### src/rtl/nm_ctrl_gen.sv
// nm_ctrl_gen -- Nelder-Mead sequencing controller.
//
// Decides the order of simplex operations for an external datapath. The
// datapath does all vertex arithmetic, sorting and centroid work, keyed on
// state_o and vertex_o. Evaluations use a req/ack handshake.
//
// Optional feature: define NM_TOL_STOP_EN to stop at CHECK when
// (worst - best) <= tolerance. Without it, tol_i is ignored and
// converged_o stays 0.
//
// Ports:
//   clk, rst        clock, asynchronous active-high reset
//   start_i         begin a run (honoured in IDLE only)
//   max_iters_i     iteration limit, latched on accepted start
//   tol_i           convergence tolerance, latched on accepted start
//   eval_req_o      evaluation request (decoded from state)
//   eval_ack_i      evaluation complete, eval_fx_i valid
//   eval_fx_i       evaluated objective value
//   best/sec/worst_fx_i  sorted simplex values from the datapath
//   state_o         current state code
//   vertex_o        vertex index in INIT_EVAL / SHRINK_EVAL, else 0
//   iter_cnt_o      completed iterations (saturating)
//   busy_o          high outside IDLE
//   done_o          one-cycle pulse at end of run
//   converged_o     run ended on tolerance; held until next start
module nm_ctrl_gen #(
  parameter int NDIM = 3,
  parameter int FXW  = 25,
  parameter int ITW  = 8,
  parameter int VW   = $clog2(NDIM + 1)
) (
  input  logic           clk,
  input  logic           rst,
  input  logic           start_i,
  input  logic [ITW-1:0] max_iters_i,
  input  logic [FXW-1:0] tol_i,
  output logic           eval_req_o,
  input  logic           eval_ack_i,
  input  logic [FXW-1:0] eval_fx_i,
  input  logic [FXW-1:0] best_fx_i,
  input  logic [FXW-1:0] sec_fx_i,
  input  logic [FXW-1:0] worst_fx_i,
  output logic [3:0]     state_o,
  output logic [VW-1:0]  vertex_o,
  output logic [ITW-1:0] iter_cnt_o,
  output logic           busy_o,
  output logic           done_o,
  output logic           converged_o
);

  typedef enum logic [3:0] {
    IDLE        = 4'd0,
    INIT_EVAL   = 4'd1,
    SORT        = 4'd2,
    CHECK       = 4'd3,
    CENTROID    = 4'd4,
    REFLECT     = 4'd5,
    EXPAND      = 4'd6,
    ACC_R       = 4'd7,
    ACC_E       = 4'd8,
    CONTR_OUT   = 4'd9,
    CONTR_IN    = 4'd10,
    ACC_C       = 4'd11,
    SHRINK      = 4'd12,
    SHRINK_EVAL = 4'd13,
    ITER_END    = 4'd14,
    DONE        = 4'd15
  } state_e;

  localparam logic [VW-1:0]  LAST_V  = VW'(NDIM);
  localparam logic [ITW-1:0] ITER_MAX = {ITW{1'b1}};

  state_e         state_q, state_d;
  logic [VW-1:0]  vertex_q, vertex_d;
  logic [ITW-1:0] iter_q, iter_d;
  logic [ITW-1:0] max_iters_q, max_iters_d;
  logic [FXW-1:0] r_fx_q, r_fx_d;
  logic           converged_q, converged_d;
  logic           tol_hit_s;

`ifdef NM_TOL_STOP_EN
  logic [FXW-1:0] tol_q;

  // Tolerance latched on accepted start.
  always_ff @(posedge clk or posedge rst) begin
    if (rst) begin
      tol_q <= {FXW{1'b0}};
    end else if (state_q == IDLE && start_i) begin
      tol_q <= tol_i;
    end
  end

  // worst >= best after sorting, so the unsigned difference cannot wrap.
  assign tol_hit_s = ((worst_fx_i - best_fx_i) <= tol_q);
`else
  logic unused_tol_s;
  assign unused_tol_s = ^tol_i;
  assign tol_hit_s    = 1'b0;
`endif

  // State and datapath-control registers.
  always_ff @(posedge clk or posedge rst) begin
    if (rst) begin
      state_q     <= IDLE;
      vertex_q    <= {VW{1'b0}};
      iter_q      <= {ITW{1'b0}};
      max_iters_q <= {ITW{1'b0}};
      r_fx_q      <= {FXW{1'b0}};
      converged_q <= 1'b0;
    end else begin
      state_q     <= state_d;
      vertex_q    <= vertex_d;
      iter_q      <= iter_d;
      max_iters_q <= max_iters_d;
      r_fx_q      <= r_fx_d;
      converged_q <= converged_d;
    end
  end

  // Next-state and register-update logic.
  always_comb begin
    state_d     = state_q;
    vertex_d    = vertex_q;
    iter_d      = iter_q;
    max_iters_d = max_iters_q;
    r_fx_d      = r_fx_q;
    converged_d = converged_q;
    case (state_q)
      IDLE: begin
        if (start_i) begin
          state_d     = INIT_EVAL;
          vertex_d    = {VW{1'b0}};
          iter_d      = {ITW{1'b0}};
          max_iters_d = max_iters_i;
          converged_d = 1'b0;
        end else begin
          state_d = IDLE;
        end
      end
      INIT_EVAL, SHRINK_EVAL: begin
        if (eval_ack_i) begin
          if (vertex_q == LAST_V) begin
            state_d  = (state_q == INIT_EVAL) ? SORT : ITER_END;
            vertex_d = {VW{1'b0}};
          end else begin
            vertex_d = vertex_q + {{(VW-1){1'b0}}, 1'b1};
          end
        end else begin
          state_d = state_q;
        end
      end
      SORT:     state_d = CHECK;
      CHECK: begin
        if (iter_q == max_iters_q) begin
          state_d = DONE;
        end else if (tol_hit_s) begin
          state_d     = DONE;
          converged_d = 1'b1;
        end else begin
          state_d = CENTROID;
        end
      end
      CENTROID: state_d = REFLECT;
      REFLECT: begin
        if (eval_ack_i) begin
          r_fx_d = eval_fx_i;
          if (eval_fx_i < best_fx_i) begin
            state_d = EXPAND;
          end else if (eval_fx_i < sec_fx_i) begin
            state_d = ACC_R;
          end else if (eval_fx_i < worst_fx_i) begin
            state_d = CONTR_OUT;
          end else begin
            state_d = CONTR_IN;
          end
        end else begin
          state_d = REFLECT;
        end
      end
      EXPAND: begin
        if (eval_ack_i) begin
          state_d = (eval_fx_i < r_fx_q) ? ACC_E : ACC_R;
        end else begin
          state_d = EXPAND;
        end
      end
      CONTR_OUT: begin
        if (eval_ack_i) begin
          state_d = (eval_fx_i <= r_fx_q) ? ACC_C : SHRINK;
        end else begin
          state_d = CONTR_OUT;
        end
      end
      CONTR_IN: begin
        if (eval_ack_i) begin
          state_d = (eval_fx_i <= worst_fx_i) ? ACC_C : SHRINK;
        end else begin
          state_d = CONTR_IN;
        end
      end
      ACC_R, ACC_E, ACC_C: state_d = ITER_END;
      SHRINK: begin
        // Vertex 0 is the best point and is kept; shrink re-evaluates 1..NDIM.
        state_d  = SHRINK_EVAL;
        vertex_d = {{(VW-1){1'b0}}, 1'b1};
      end
      ITER_END: begin
        state_d = SORT;
        if (iter_q != ITER_MAX) begin
          iter_d = iter_q + {{(ITW-1){1'b0}}, 1'b1};
        end else begin
          iter_d = iter_q;
        end
      end
      DONE:    state_d = IDLE;
      default: state_d = IDLE;
    endcase
  end

  assign eval_req_o  = (state_q == INIT_EVAL) || (state_q == REFLECT) ||
                       (state_q == EXPAND)    || (state_q == CONTR_OUT) ||
                       (state_q == CONTR_IN)  || (state_q == SHRINK_EVAL);
  assign vertex_o    = ((state_q == INIT_EVAL) || (state_q == SHRINK_EVAL)) ?
                       vertex_q : {VW{1'b0}};
  assign state_o     = state_q;
  assign iter_cnt_o  = iter_q;
  assign busy_o      = (state_q != IDLE);
  assign done_o      = (state_q == DONE);
  assign converged_o = converged_q;

endmodule

### config.mk
export PLATFORM = sky130hd
export DESIGN_NAME = nm_ctrl_gen
export DESIGN_NICKNAME = d
export VERILOG_FILES = /design/src/rtl/nm_ctrl_gen.sv
export SDC_FILE = /design/constraint.sdc
export NUM_CORES = 1
export LEC_CHECK = 0
export ABC_CLOCK_PERIOD_IN_PS = 2870
export CAP_MARGIN = 10
export CELL_PAD_IN_SITES_DETAIL_PLACEMENT = 0
export CELL_PAD_IN_SITES_GLOBAL_PLACEMENT = 2
export CORE_AREA = 2 2 137 139
export CTS_BUF_LIST = sky130_fd_sc_hd__clkbuf_16
export DETAILED_ROUTE_END_ITERATION = 16
export DIE_AREA = 0 0 139 141
export PLACE_DENSITY = 0.91
export SYNTH_ARGS = -nofsm -noshare
export SYNTH_HDL_FRONTEND = slang
export SYNTH_SLANG_ARGS = --single-unit
### constraint.sdc
create_clock -name clk -period 2.87 [get_ports clk]
set_input_delay 0.574 -clock clk [delete_from_list [all_inputs] [get_ports clk]]
set_output_delay 0.574 -clock clk [all_outputs]
set_load 0.05 [all_outputs]
Yosys cells after proc, flatten, opt, wreduce, memory -nomap -nowiden
Index checks and enable logic that the tools add are counted.
{ "totals": {"word_cells": 76, "reg_bits": 47, "inputBits": 137, "output_inout_bits": 18} }
{ "op_classes": {"n_eq_ne": 22, "reduce_logical": 17, "add_sub_neg": 2, "n_mux": 24, "magnitude_cmp": 6} }
{ "op_table": {"columns": ["cell", "count"], "rows": [
  ["less-than comparator 25 bit", 4],
  ["case mux 4 bit (13 select lines)", 1],
  ["less-or-equal comparator 25 bit", 2],
  ["2-to-1 mux 4 bit", 9],
  ["equality test 4 bit (second input constant)", 8],
  ["equality test 4 x 3 -> 1 bit (second input constant)", 4],
  ["2-to-1 mux 8 bit", 2],
  ["case mux 8 bit (2 select lines)", 1],
  ["2-to-1 mux 3 bit", 4],
  ["2-to-1 mux 2 bit", 5],
  ["adder 8 x 1 -> 8 bit (second input constant)", 1],
  ["equality test 4 x 2 -> 1 bit (second input constant)", 2],
  ["equality test 8 bit", 1],
  ["inequality test 2 bit (second input constant)", 4],
  ["inequality test 8 bit (second input constant)", 1],
  ["logical OR 1 bit", 6],
  ["case mux 2 bit (3 select lines)", 1],
  ["AND reduction 2 bit", 3],
  ["AND reduction 3 bit", 2],
  ["equality test 4 x 1 -> 1 bit (second input constant)", 1],
  ["zero test 4 bit", 1],
  ["nonzero test 4 bit", 1],
  ["nonzero test 3 bit", 1],
  ["OR reduction 3 bit", 1],
  ["other kinds (5)", 5]
]} }

Depth between registers and ports, before layout
Gate-level depths: netlist (run 1).
{ "logic_depth": {"depth_word": 6, "depth_mapped": 9, "depth_no_buf": 9} }

Worst setup path after synthesis (run 1)
No wires, ideal clock.
{ "synth_timing": {"kind": "register to output", "from": "reg state_q[3], in the netlist state_o[3]", "to": "out vertex_o[1]", "setup_slack_ns": 0.008, "arrival_ns": 2.288, "path_buffers": 1, "t_required_ns": 2.296, "path_stages_with_launch": 5, "cell_sequence": "dfrtp_1 clkbuf_1 nand2b_1 nand2_1 nor3_1"} }
{ "synth_via": {"elab_chain_cells": 3, "elab_cells_between_ends": 4, "classes_between": "2 x eq/ne; 1 x mux; 1 x reduce/logical"} }
{ "synth_lines": {"columns": ["element", "line_no", "text"], "rows": [
  ["from (decl)", "73", "state_e state_q, state_d;"],
  ["from (signal assigned)", "111", "state_q <= state_d;"],
  ["equality test 4 x 1 -> 1 bit or equality test 4 bit (tied branches)", "223", "assign vertex_o = ((state_q == INIT_EVAL) || (state_q == SHRINK_EVAL)) ?"],
  ["logical OR 1 bit (*)", "223", null],
  ["2-to-1 mux 2 bit (*)", "223", null],
  ["to (decl)", "44", "output logic [VW-1:0] vertex_o,"]
]} }
Mark *: on every way between the ends. The rest lies on a longest branch, timed or not.

Final worst setup path (run 1)
{ "layout_timing": {"from": "in eval_fx_i[7]", "to": "reg state_q[1], in the netlist state_o[1]"} }
{ "layout_via": {"elab_chain_cells": 6, "elab_cells_between_ends": 17, "classes_between": "6 x order compare; 11 x mux"} }
{ "layout_lines": {"columns": ["element", "line_no", "text"], "rows": [
  ["from (decl)", "39", "input logic [FXW-1:0] eval_fx_i,"],
  ["less-than comparator 25 bit", "171", "end else if (eval_fx_i < worst_fx_i) begin"],
  ["2-to-1 mux 2 bit", "171", null],
  ["2-to-1 mux 4 bit", "169", "end else if (eval_fx_i < sec_fx_i) begin"],
  ["2-to-1 mux 4 bit", "167", "if (eval_fx_i < best_fx_i) begin"],
  ["2-to-1 mux 4 bit", "165", "if (eval_ack_i) begin"],
  ["case mux 4 bit (13 select lines) (*)", "128", "case (state_q)"]
]} }
Marks and branches as above.
A chain may end at the register's enable or synchronous reset.

==> results of run 1 <==
## synth_stat cells, types with 2 or more instances
| cell | count | area, µm² |
|---|---|---|
| inv_1 | 108 | 405 |
| ha_1 | 100 | 1250 |
| nand2_1 | 63 | 236 |
| dfrtp_1 | 47 | 1180 |
| a21oi_1 | 35 | 175 |
| mux2_2 | 25 | 282 |
| nor2_1 | 24 | 90.1 |
| o21ai_0 | 23 | 115 |
| nand4_1 | 22 | 138 |
| nand3_1 | 16 | 80.1 |
| a21o_1 | 11 | 82.6 |
| nor3_1 | 8 | 40.0 |
| xnor2_1 | 8 | 70.1 |
| nand2b_1 | 6 | 37.5 |
| nor2b_1 | 6 | 37.5 |
| a211oi_1 | 5 | 37.5 |
| buf_2 | 5 | 25.0 |
| clkbuf_1 | 5 | 18.8 |
| a2111oi_0 | 4 | 35.0 |
| o211ai_1 | 4 | 30.0 |
| xor2_1 | 4 | 35.0 |
| a211o_1 | 3 | 26.3 |
| and3_1 | 3 | 18.8 |
| and4_1 | 3 | 26.3 |
| nor4_1 | 3 | 18.8 |
| o41ai_1 | 3 | 26.3 |
| or3_1 | 3 | 18.8 |
| a221oi_1 | 2 | 17.5 |
| a22oi_1 | 2 | 15.0 |
| a31oi_1 | 2 | 12.5 |
| o21ai_1 | 2 | 10.0 |
| o31ai_1 | 2 | 15.0 |
## worst reg2reg max path, delay by kind of cell (launching register included)
kind	cells	cell delay (ns)
buffers and inverters	1	0.05
flip-flops	1	0.34
AND/OR/NAND/NOR	3	0.93
adder cells (fa/ha/maj)	1	0.28
AO/OA/AOI/OAI	4	0.81
## layer usage
layer	track usage (%)	up-vias	wire length, µm
met5	0	-	0
li1	-	2413	-
met2	24.8	122	6540
met4	3.19	0	156
met1	18.5	2076	6640
met3	2.21	13	589
## power by group through the flow
stage,Combinational [mW],Clock [mW],Sequential (mW)
after floorplan,1.45,0,1.27
after global routing,2.80,0.748,1.22
final,2.52,0.698,1.18
after global placement,2.36,0,1.18
after CTS,2.45,0.721,1.17
after detailed placement,2.38,0,1.19
## cell type report
class	count	share of cell area, %
flip-flops and latches	47	16.4
well taps	234	4.08
clock buffers	5	1.74
inverters	108	5.65
multi-input cells	414	46.7
repair buffers	194	24.8
clock inverters	3	0.662
## registers in the layout, indices dropped and copies added (netlist names)
signal       cells
iter_cnt_o       8
max_iters_q      8
r_fx_q          25
state_o          4
vertex_q         2
## metrics by stage
step	worst slack (ns)	util (%)	area, µm²	power (mW)	std cells
global placement	-0.466	37.2	6800	3.54	994
global route	-0.0245	39.3	7180	4.77	1005
detailed placement	-0.482	37.2	6800	3.57	994
floorplan	0.00848	-	4820	2.72	581
CTS	0.000657	38.5	7030	4.34	1002
finish	0.0703	39.3	7180	4.40	1005
## path summary, 6_finish.rpt
| check | startpoint | endpoint | slack, ns |
|---|---|---|---|
| setup / recovery | eval_fx_i[7] | state_o[1] | 0.07 |
| hold / removal | max_iters_q[4] | max_iters_q[4] | 0.50 |
| setup reg to reg | r_fx_q[15] | state_o[2] | 0.36 |
| hold reg to reg | max_iters_q[4] | max_iters_q[4] | 0.50 |
| max in group asynchronous | rst | r_fx_q[3] | 1.73 |
| min in group asynchronous | rst | r_fx_q[20] | 0.57 |
## cell families (layout without fill, tap and decap cells)
| family | count (synthesis) | count (layout) |
|---|---|---|
| and+or+nand+nor | 163 | 163 |
| buffers and inverters | 120 | 310 |
| AOI/OAI and AO/OA | 113 | 113 |
| adders and majority gates | 100 | 100 |
| DFF | 47 | 47 |
| muxes | 25 | 25 |
| xor gates and xnor gates | 12 | 12 |
| other | 1 | 1 |
## timing repair
item                                    4_1_cts  5_1_grt
gates cloned                                  0        0
endpoints found under the setup margin        4        5
pin swaps                                     7       17
resized for setup                            21       25
setup buffers                                 0        3
==> results.py, run 1 <==
metrics = {
    "floorplanning": {
        "start_util_pct": 26.4,
        "die-area_um2": 19600,
        "fp.dieW_um": 139,
        "row_count": 50,
        "core-area_um2": 18300,
        "chipHeight_um": 141,
        "ios": 155,
    },
    "setup_path": {
        "worst_path_dominant_cell_family": "compound AO/OA/AOI/OAI gates",
        "start_kind": "input port",
        "cp_num_cells": 10,
        "critPathMaxStageDelay_ns": 0.46,
        "worstPathArrival_ns": 2.98,
        "worstPathCellList": "clkdlybuf4s50_1 > ha_1 > nand4_1 > inv_1 > a2111oi_4 > buf_4 > o211ai_4 > a211o_1 > a31o_1 > a311o_1",
        "criticalPathCategory": "input port to flip-flop",
        "cp_max_fo": 3,
        "reg2reg_depth": 9,
        "crit_buf_inv": 3,
        "worstPathRequired_ns": 3.05,
        "cp_slowest_cell": "clkdlybuf4s50_1",
        "endpoint_kind": "flip-flop",
    },
    "sta": {
        "min_period_over_period_pct": 97.6,
        "clock_skew_ns": 0.00653,
        "drv_slew": 0,
        "final-setup-viol-count": 0,
        "hold_violations": 0,
        "max_slew_margin_pct": 62.1,
        "max_freq_ghz": 0.357,
        "tightest_slew_ns": 0.566,
        "period_minus_slack_ns": 2.80,
        "fin_setup_tns_ns": 0,
        "whs_ns": 0.496,
    },
    "finish": {
        "fill_cells": 1888,
        "drive_gt1_share_pct": 16.5,
        "multi_input_comb_area_um2": 3350,
        "final_cell_mix": "inv_1, clkdlybuf4s50_1, ha_1",
        "diodes": 0,
        "areaGrowthSynthToFinish_pct": 49.0,
        "final-seq-area_um2": 1180,
        "fin_nets": 1007,
    },
    "detailed_routing": {
        "drc": 0,
        "viasPerCell": 4.60,
        "drt_iter0_drc": 142,
        "wl_per_cell_um": 13.8,
        "wirelength_mm": 13.9,
        "firstDrtPassIters": 5,
        "ant_nets": 0,
        "vias": 4624,
    },
    "power_and_ir_drop": {
        "switching_share_pct": 41.7,
        "max-vdd-ir-drop_v": 0.000274,
        "pwr-share-seq_pct": 26.8,
        "p_sw_mw": 1.83,
        "p_clk_share_pct": 15.9,
        "comb_power_share_pct": 57.3,
        "power.internal_mw": 2.56,
        "power.leakage_nw": 3.64,
        "p_per_area_nw_per_um2": 612,
    },
    "logic_synthesis": {
        "ys_ff_latch": 47,
        "synthAdderAreaFrac_pct": 26.0,
        "synth_edf_count": 0,
        "async_flop_share_pct": 100,
        "synth_top_family_by_area": "adder cells",
        "yosysWarnings": 0,
        "yosysSeqAreaShare_pct": 24.4,
        "syn-num-nets": 818,
        "synth_compound_area_share_pct": 15.4,
        "synth_cells": 581,
        "synthSimpleGateAreaFrac_pct": 16.5,
        "post_synth.cell_area_avg_um2": 8.29,
        "synth.mux.area_fraction_pct": 5.84,
        "synth_cell_types": 56,
        "synth_flop_cell": "dfrtp_1",
        "netlist_area_um2": 4820,
        "synth-xor-area-share_pct": 2.18,
    },
    "clock_network": {
        "clockBufferDepth": 2,
        "ctsRootBufferMaster": "clkbuf_16",
        "cts_max_level": 2,
        "cts_sinks": 47,
        "clk_pin_slew_ns": 0.07,
        "cts_tree": "yes",
        "clk_latency_ns": 0.29,
        "hold_buffers": 0,
        "cts_made_buffers": 5,
    },
    "global_route": {
        "track_usage_pct": 14.2,
        "antenna_found_initial": 0,
        "grt_pass1_vias": 4701,
        "grt-ovfl-total": 0,
        "grt_max_degree": 20,
        "grt_pass1_wl_mm": 22.7,
    },
    "worst_hold_path": {
        "whs_path_depth": 2,
        "hp-class": "flip-flop to flip-flop",
    },
    "place": {
        "place_congestion": 0.806,
        "portBuffers": 128,
        "dp_hpwl_mm": 11.6,
    },
    "run": {
        "maxCapViolCount": 0,
    },
    "status": {
        "status": "finished, final reports clean",
    },
}
Power figures use the tool's default switching activity.
==> inputs of run 2 (changes only) <==
- CELL_PAD_IN_SITES_DETAIL_PLACEMENT: 0 -> 1
- CELL_PAD_IN_SITES_GLOBAL_PLACEMENT: 2 -> 1
- CORE_AREA: 2 2 137 139 -> 2 2 123 125
- DIE_AREA: 0 0 139 141 -> 0 0 125 127
- PLACE_DENSITY: 0.91 -> 0.9
==> run 2 against run 1 <==
Against the previous run:
- the run now ends with setup timing left
- first-iteration DRC count shrank 14%
- register-to-register slack worse by 0.11 ns
- non-clock buffer count unchanged
- combinational power grew 5%
- clock skew grew 0.0019 ns
- critical path depth is the same
- global-route usage grew 5.3 points
- total power rose by 2.9%
- flip-flop and latch count is the same
- clock power shrank 1%
- largest cell class unchanged
==> results.py, run 2 (synthesis results as in run 1) <==
metrics = {
    "status": {
        "status": "complete, but fails checks",
        "violations": "setup timing",
    },
    "global_route": {
        "antenna_found_initial": 0,
        "grt_pass1_vias": 5353,
        "grt_pass1_wl_mm": 25.6,
        "grt-ovfl-total": 0,
        "track_usage_pct": 19.4,
        "grt_max_degree": 48,
    },
    "finish": {
        "fin_nets": 1007,
        "regMostFlops": "r_fx_q",
        "final_cell_mix": "inv_1, clkdlybuf4s50_1, ha_1",
        "largest_register_ffs": 25,
        "fill_cells": 1691,
        "diodes": 0,
        "areaGrowthSynthToFinish_pct": 49.2,
        "drive_gt1_share_pct": 17.1,
    },
    "clock_network": {
        "clockBufferDepth": 2,
        "cts_sinks": 47,
        "cts_made_buffers": 5,
        "clk_latency_ns": 0.29,
        "ctsRootBufferMaster": "clkbuf_16",
        "clk_pin_slew_ns": 0.07,
        "cts_max_level": 2,
        "cts_tree": "yes",
    },
    "detailed_routing": {
        "ant_nets": 0,
        "vias": 4916,
        "drc": 0,
        "wl_per_cell_um": 17.2,
        "drt_iter0_drc": 122,
        "firstDrtPassIters": 4,
        "viasPerCell": 5.15,
        "wirelength_mm": 16.4,
    },
    "sta": {
        "clock_skew_ns": 0.00841,
        "whs_ns": 0.499,
        "drv_slew": 0,
        "tightest_slew_ns": 0.645,
        "hold_violations": 0,
        "period_minus_slack_ns": 2.87,
        "max_slew_margin_pct": 57.0,
        "max_freq_ghz": 0.348,
        "min_period_over_period_pct": 100,
        "final-setup-viol-count": 1,
        "setup_slack_ns": -0.00236,
    },
    "power_and_ir_drop": {
        "power.leakage_nw": 3.65,
        "max-vdd-ir-drop_v": 0.000283,
        "p_per_area_nw_per_um2": 629,
    },
    "floorplanning": {
        "fp.dieW_um": 125,
        "core-area_um2": 14400,
        "start_util_pct": 33.4,
        "chipHeight_um": 127,
        "row_count": 44,
        "ios": 155,
        "die-area_um2": 15900,
    },
    "setup_path": {
        "worstPathCellList": "clkdlybuf4s50_1 > ha_1 > a21oi_2 > o21ai_2 > a2111oi_4 > buf_4 > o211ai_4 > a211o_1 > a31o_1 > a311o_1",
        "reg2reg_depth": 9,
        "crit_path_start": "eval_fx_i[2]",
        "critPathMaxStageDelay_ns": 0.56,
        "cp_slowest_cell": "clkdlybuf4s50_1",
        "cp-endpoint": "state_o[1]",
        "timing.rr.start": "r_fx_q[18]",
        "r2r_slack_ns": 0.25,
        "start_kind": "input port",
        "endpoint_kind": "flip-flop",
        "reg2reg_to": "state_o[2]",
        "worstPathArrival_ns": 3.05,
        "criticalPathCategory": "input port to flip-flop",
        "worstPathRequired_ns": 3.04,
        "cp_max_fo": 3,
    },
    "worst_hold_path": {
        "hp-class": "flip-flop to flip-flop",
    },
    "place": {
        "pre_cts_ws_ns": -0.476,
        "portBuffers": 128,
        "dp_hpwl_mm": 13.0,
        "place_congestion": 0.857,
    },
    "run": {
        "maxCapViolCount": 0,
    },
}
==> run 2: where the power goes <==
group	internal (mW)	total (mW)	switching (mW)	leakage, nW
clock network	0.415	0.691	0.276	0.0804
registers	0.952	1.19	0.233	0.591
logic	1.22	2.64	1.42	2.98
total	2.59	4.52	1.93	3.65
==> run 2: metrics by stage <==
step / std cells / setup TNS [ns] / util (%) / total power [mW] / area [µm²]
after detailed placement: 942 / -1.61 / 46.7 / 3.65 / 6730
after CTS: 950 / -0.00381 / 48.2 / 4.40 / 6950
final: 955 / -0.00236 / 49.8 / 4.52 / 7190
after global placement: 942 / -1.39 / 46.7 / 3.50 / 6730
after global routing: 955 / -0.329 / 49.8 / 4.88 / 7190
after floorplan: 581 / 0 / - / 2.72 / 4820
==> run 2: worst min path at each step <==
stage                        start              to  slack, ns  depth (start not counted)
floorplan                r_fx_q[0]       r_fx_q[0]       0.45                          2
global placement         r_fx_q[0]       r_fx_q[0]       0.47                          2
detailed placement  max_iters_q[3]  max_iters_q[3]       0.49                          2
CTS                 max_iters_q[3]  max_iters_q[3]       0.51                          2
global route             r_fx_q[1]       r_fx_q[1]       0.53                          1
finish              max_iters_q[3]  max_iters_q[3]       0.50                          2
==> run 2: final cells by class <==
cell class	instances	area [µm²]	area share (%)
tap	184	230	3.20
multi-input combinational	414	3420	47.6
clock inverter	3	46.3	0.644
clock buffer	5	125	1.74
inverter	108	405	5.64
sequential	47	1180	16.4
timing repair buffer	194	1780	24.8
==> run 2: repair_timing <==
item | in CTS | in global routing
hold buffers | 0 | 0
endpoints found under the setup margin | 3 | 4
setup buffers | 0 | 5
resized for setup | 19 | 36
pin swaps | 6 | 17
==> run 2: routing by layer <==
layer,track usage (%),vias up,share of wire (%)
li1,-,2405,-
met4,4.90,0,2.0
met1,22.5,2374,42
met3,3.02,22,3.3
met2,37.4,115,53
met5,0,-,0
==> run 2: critical path, delay by kind of cell <==
kind / cells / cell delay (ns)
buffers and inverters: 2 / 0.73
adder cells (fa/ha/maj): 1 / 0.28
AO/OA/AOI/OAI: 7 / 1.46
==> inputs of run 3 (changes only) <==
- ABC_CLOCK_PERIOD_IN_PS: 2870 -> 3700
- CORE_AREA: 2 2 123 125 -> 2 2 118 120
- DIE_AREA: 0 0 125 127 -> 0 0 120 122
- PLACE_DENSITY: 0.9 -> 0.95
- clock period: 2.87 -> 3.7 ns (I/O delays scaled with it)
==> run 3 against run 2 <==
Against the previous run:
- clock-buffer cell count is the same
- sequential power shrank 19%
- non-clock buffer count shrank 51
- hold slack is essentially flat
- clock power shrank 14%
- clock skew shrank 0.0045 ns
- highest routed layer unchanged
- total power shrank 27%
- critical endpoint is now state_o[2]
- the flow now finishes without violations
- die area shrank 7.8%
- routed wire length shrank 9.3%
- via count shrank 4.5%
==> results.py, run 3 (synthesis results as in run 1) <==
metrics = {
    "status": {
        "status": "finished, final reports clean",
    },
    "detailed_routing": {
        "wirelength_mm": 14.9,
        "drc": 0,
        "ant_nets": 0,
        "viasPerCell": 5.21,
        "drt_iter0_drc": 130,
        "firstDrtPassIters": 4,
        "wl_per_cell_um": 16.5,
        "vias": 4693,
    },
    "finish": {
        "final_common_cell": "clkdlybuf4s50_1",
        "fin_nets": 956,
        "regMostFlops": "r_fx_q",
        "largest_register_ffs": 25,
        "drive_gt1_share_pct": 7.50,
        "areaGrowthSynthToFinish_pct": 36.4,
        "final_cell_mix": "clkdlybuf4s50_1, inv_1, ha_1",
        "final-seq-area_um2": 1180,
        "fill_cells": 1601,
        "multi_input_comb_area_um2": 3180,
        "diodes": 0,
    },
    "place": {
        "place_congestion": 0.873,
        "portBuffers": 128,
        "dp_hpwl_mm": 12.3,
    },
    "global_route": {
        "grt_max_degree": 48,
        "grt-ovfl-total": 0,
        "grt_pass1_vias": 5075,
        "antenna_found_initial": 0,
        "grt_pass1_wl_mm": 24.3,
        "track_usage_pct": 20.6,
    },
    "power_and_ir_drop": {
        "max-vdd-ir-drop_v": 0.000258,
        "p_per_area_nw_per_um2": 505,
        "power.leakage_nw": 3.28,
    },
    "worst_hold_path": {
        "hp-class": "flip-flop to flip-flop",
    },
    "clock_network": {
        "cts_sinks": 47,
        "cts_tree": "yes",
        "postCtsSetupRepairBufs": 0,
        "clockBufferDepth": 2,
        "cts_made_buffers": 5,
        "ctsRootBufferMaster": "clkbuf_16",
        "cts_max_level": 2,
        "clk_latency_ns": 0.29,
        "hold_buffers": 0,
        "cts_resized": 0,
        "clk_pin_slew_ns": 0.07,
    },
    "sta": {
        "max_slew_margin_pct": 32.3,
        "tightest_slew_ns": 1.01,
        "rsz0062_at_grt": "false",
        "fin_setup_tns_ns": 0,
        "hold_violations": 0,
        "drv_slew": 0,
        "clock_skew_ns": 0.00388,
        "whs_ns": 0.500,
        "final-setup-viol-count": 0,
        "min_period_over_period_pct": 92.3,
        "period_minus_slack_ns": 3.42,
        "max_freq_ghz": 0.293,
    },
    "floorplanning": {
        "chipHeight_um": 122,
        "row_count": 43,
        "ios": 155,
        "start_util_pct": 35.7,
        "core-area_um2": 13500,
        "die-area_um2": 14600,
        "fp.dieW_um": 120,
    },
    "setup_path": {
        "cp_max_fo": 5,
        "start_kind": "input port",
        "criticalPathCategory": "input port to flip-flop",
        "worstPathRequired_ns": 3.88,
        "worstPathArrival_ns": 3.59,
        "endpoint_kind": "flip-flop",
    },
    "run": {
        "maxCapViolCount": 0,
    },
}
==> run 3: changes by cell type in the layout (fill, tap and decap cells not counted), moves of 8 or more <==
cell             delta
buf_4              -53
dlymetal6s2s_1      -8
ha_1               +10
ha_4               -10
clkdlybuf4s50_1    +21
dlygate4sd2_1       -8
==> run 3: power breakdown <==
group          switching, mW  total (mW)  internal, mW
clock                  0.204       0.591         0.387
sequential             0.229       0.967         0.738
combinational          0.969        1.76         0.790
total                   1.40        3.32          1.92
==> run 3: metrics by stage <==
stage	total power [mW]	std cells	worst slack (ns)	area (µm²)	util [%]
floorplan	2.11	581	0.672	4820	-
global placement	2.58	892	0.118	6380	47.2
detailed placement	2.70	892	0.0236	6380	47.2
CTS	3.33	900	0.295	6570	48.7
global route	3.56	900	0.111	6570	48.7
finish	3.32	900	0.284	6570	48.7
==> run 3: routing by layer <==
layer | vias up | global-route usage, % | routed length (µm)
met4 | 0 | 5.07 | 268
li1 | 2299 | - | -
met1 | 2265 | 23.6 | 6280
met5 | - | 0 | 0
met2 | 108 | 39.5 | 7680
met3 | 21 | 3.70 | 645
==> run 3: worst paths after layout <==
kind | from | end | slack, ns | depth (start not counted)
worst max-delay path | eval_fx_i[20] | state_o[2] | 0.28 | 9
worst min-delay path | r_fx_q[0] | r_fx_q[0] | 0.50 | 2
worst max register to register | state_o[0] | iter_cnt_o[5] | 0.94 | 6
worst min register to register | r_fx_q[0] | r_fx_q[0] | 0.50 | 2
max in group asynchronous | rst | r_fx_q[17] | 2.05 | 2
min in group asynchronous | rst | iter_cnt_o[6] | 1.03 | 2
==> run 3: area by class of cell <==
cell class,instances,share of cell area (%)
Clock buffer,5,1.90
Sequential cell,47,17.9
Clock inverter,3,1.03
Multi-Input combinational cell,414,48.4
Timing Repair Buffer,143,21.2
Tap cell,180,3.43
Inverter,108,6.17
==> run 3: worst max-delay path, cell delays in order <==
cell and delay, ns:
clkdlybuf4s50_1 0.55, ha_1 0.40, nand4_1 0.20, or4_4 0.60, o41ai_2 0.45, o32ai_1 0.17
nor2_1 0.13, o21ai_1 0.07, a211o_1 0.28
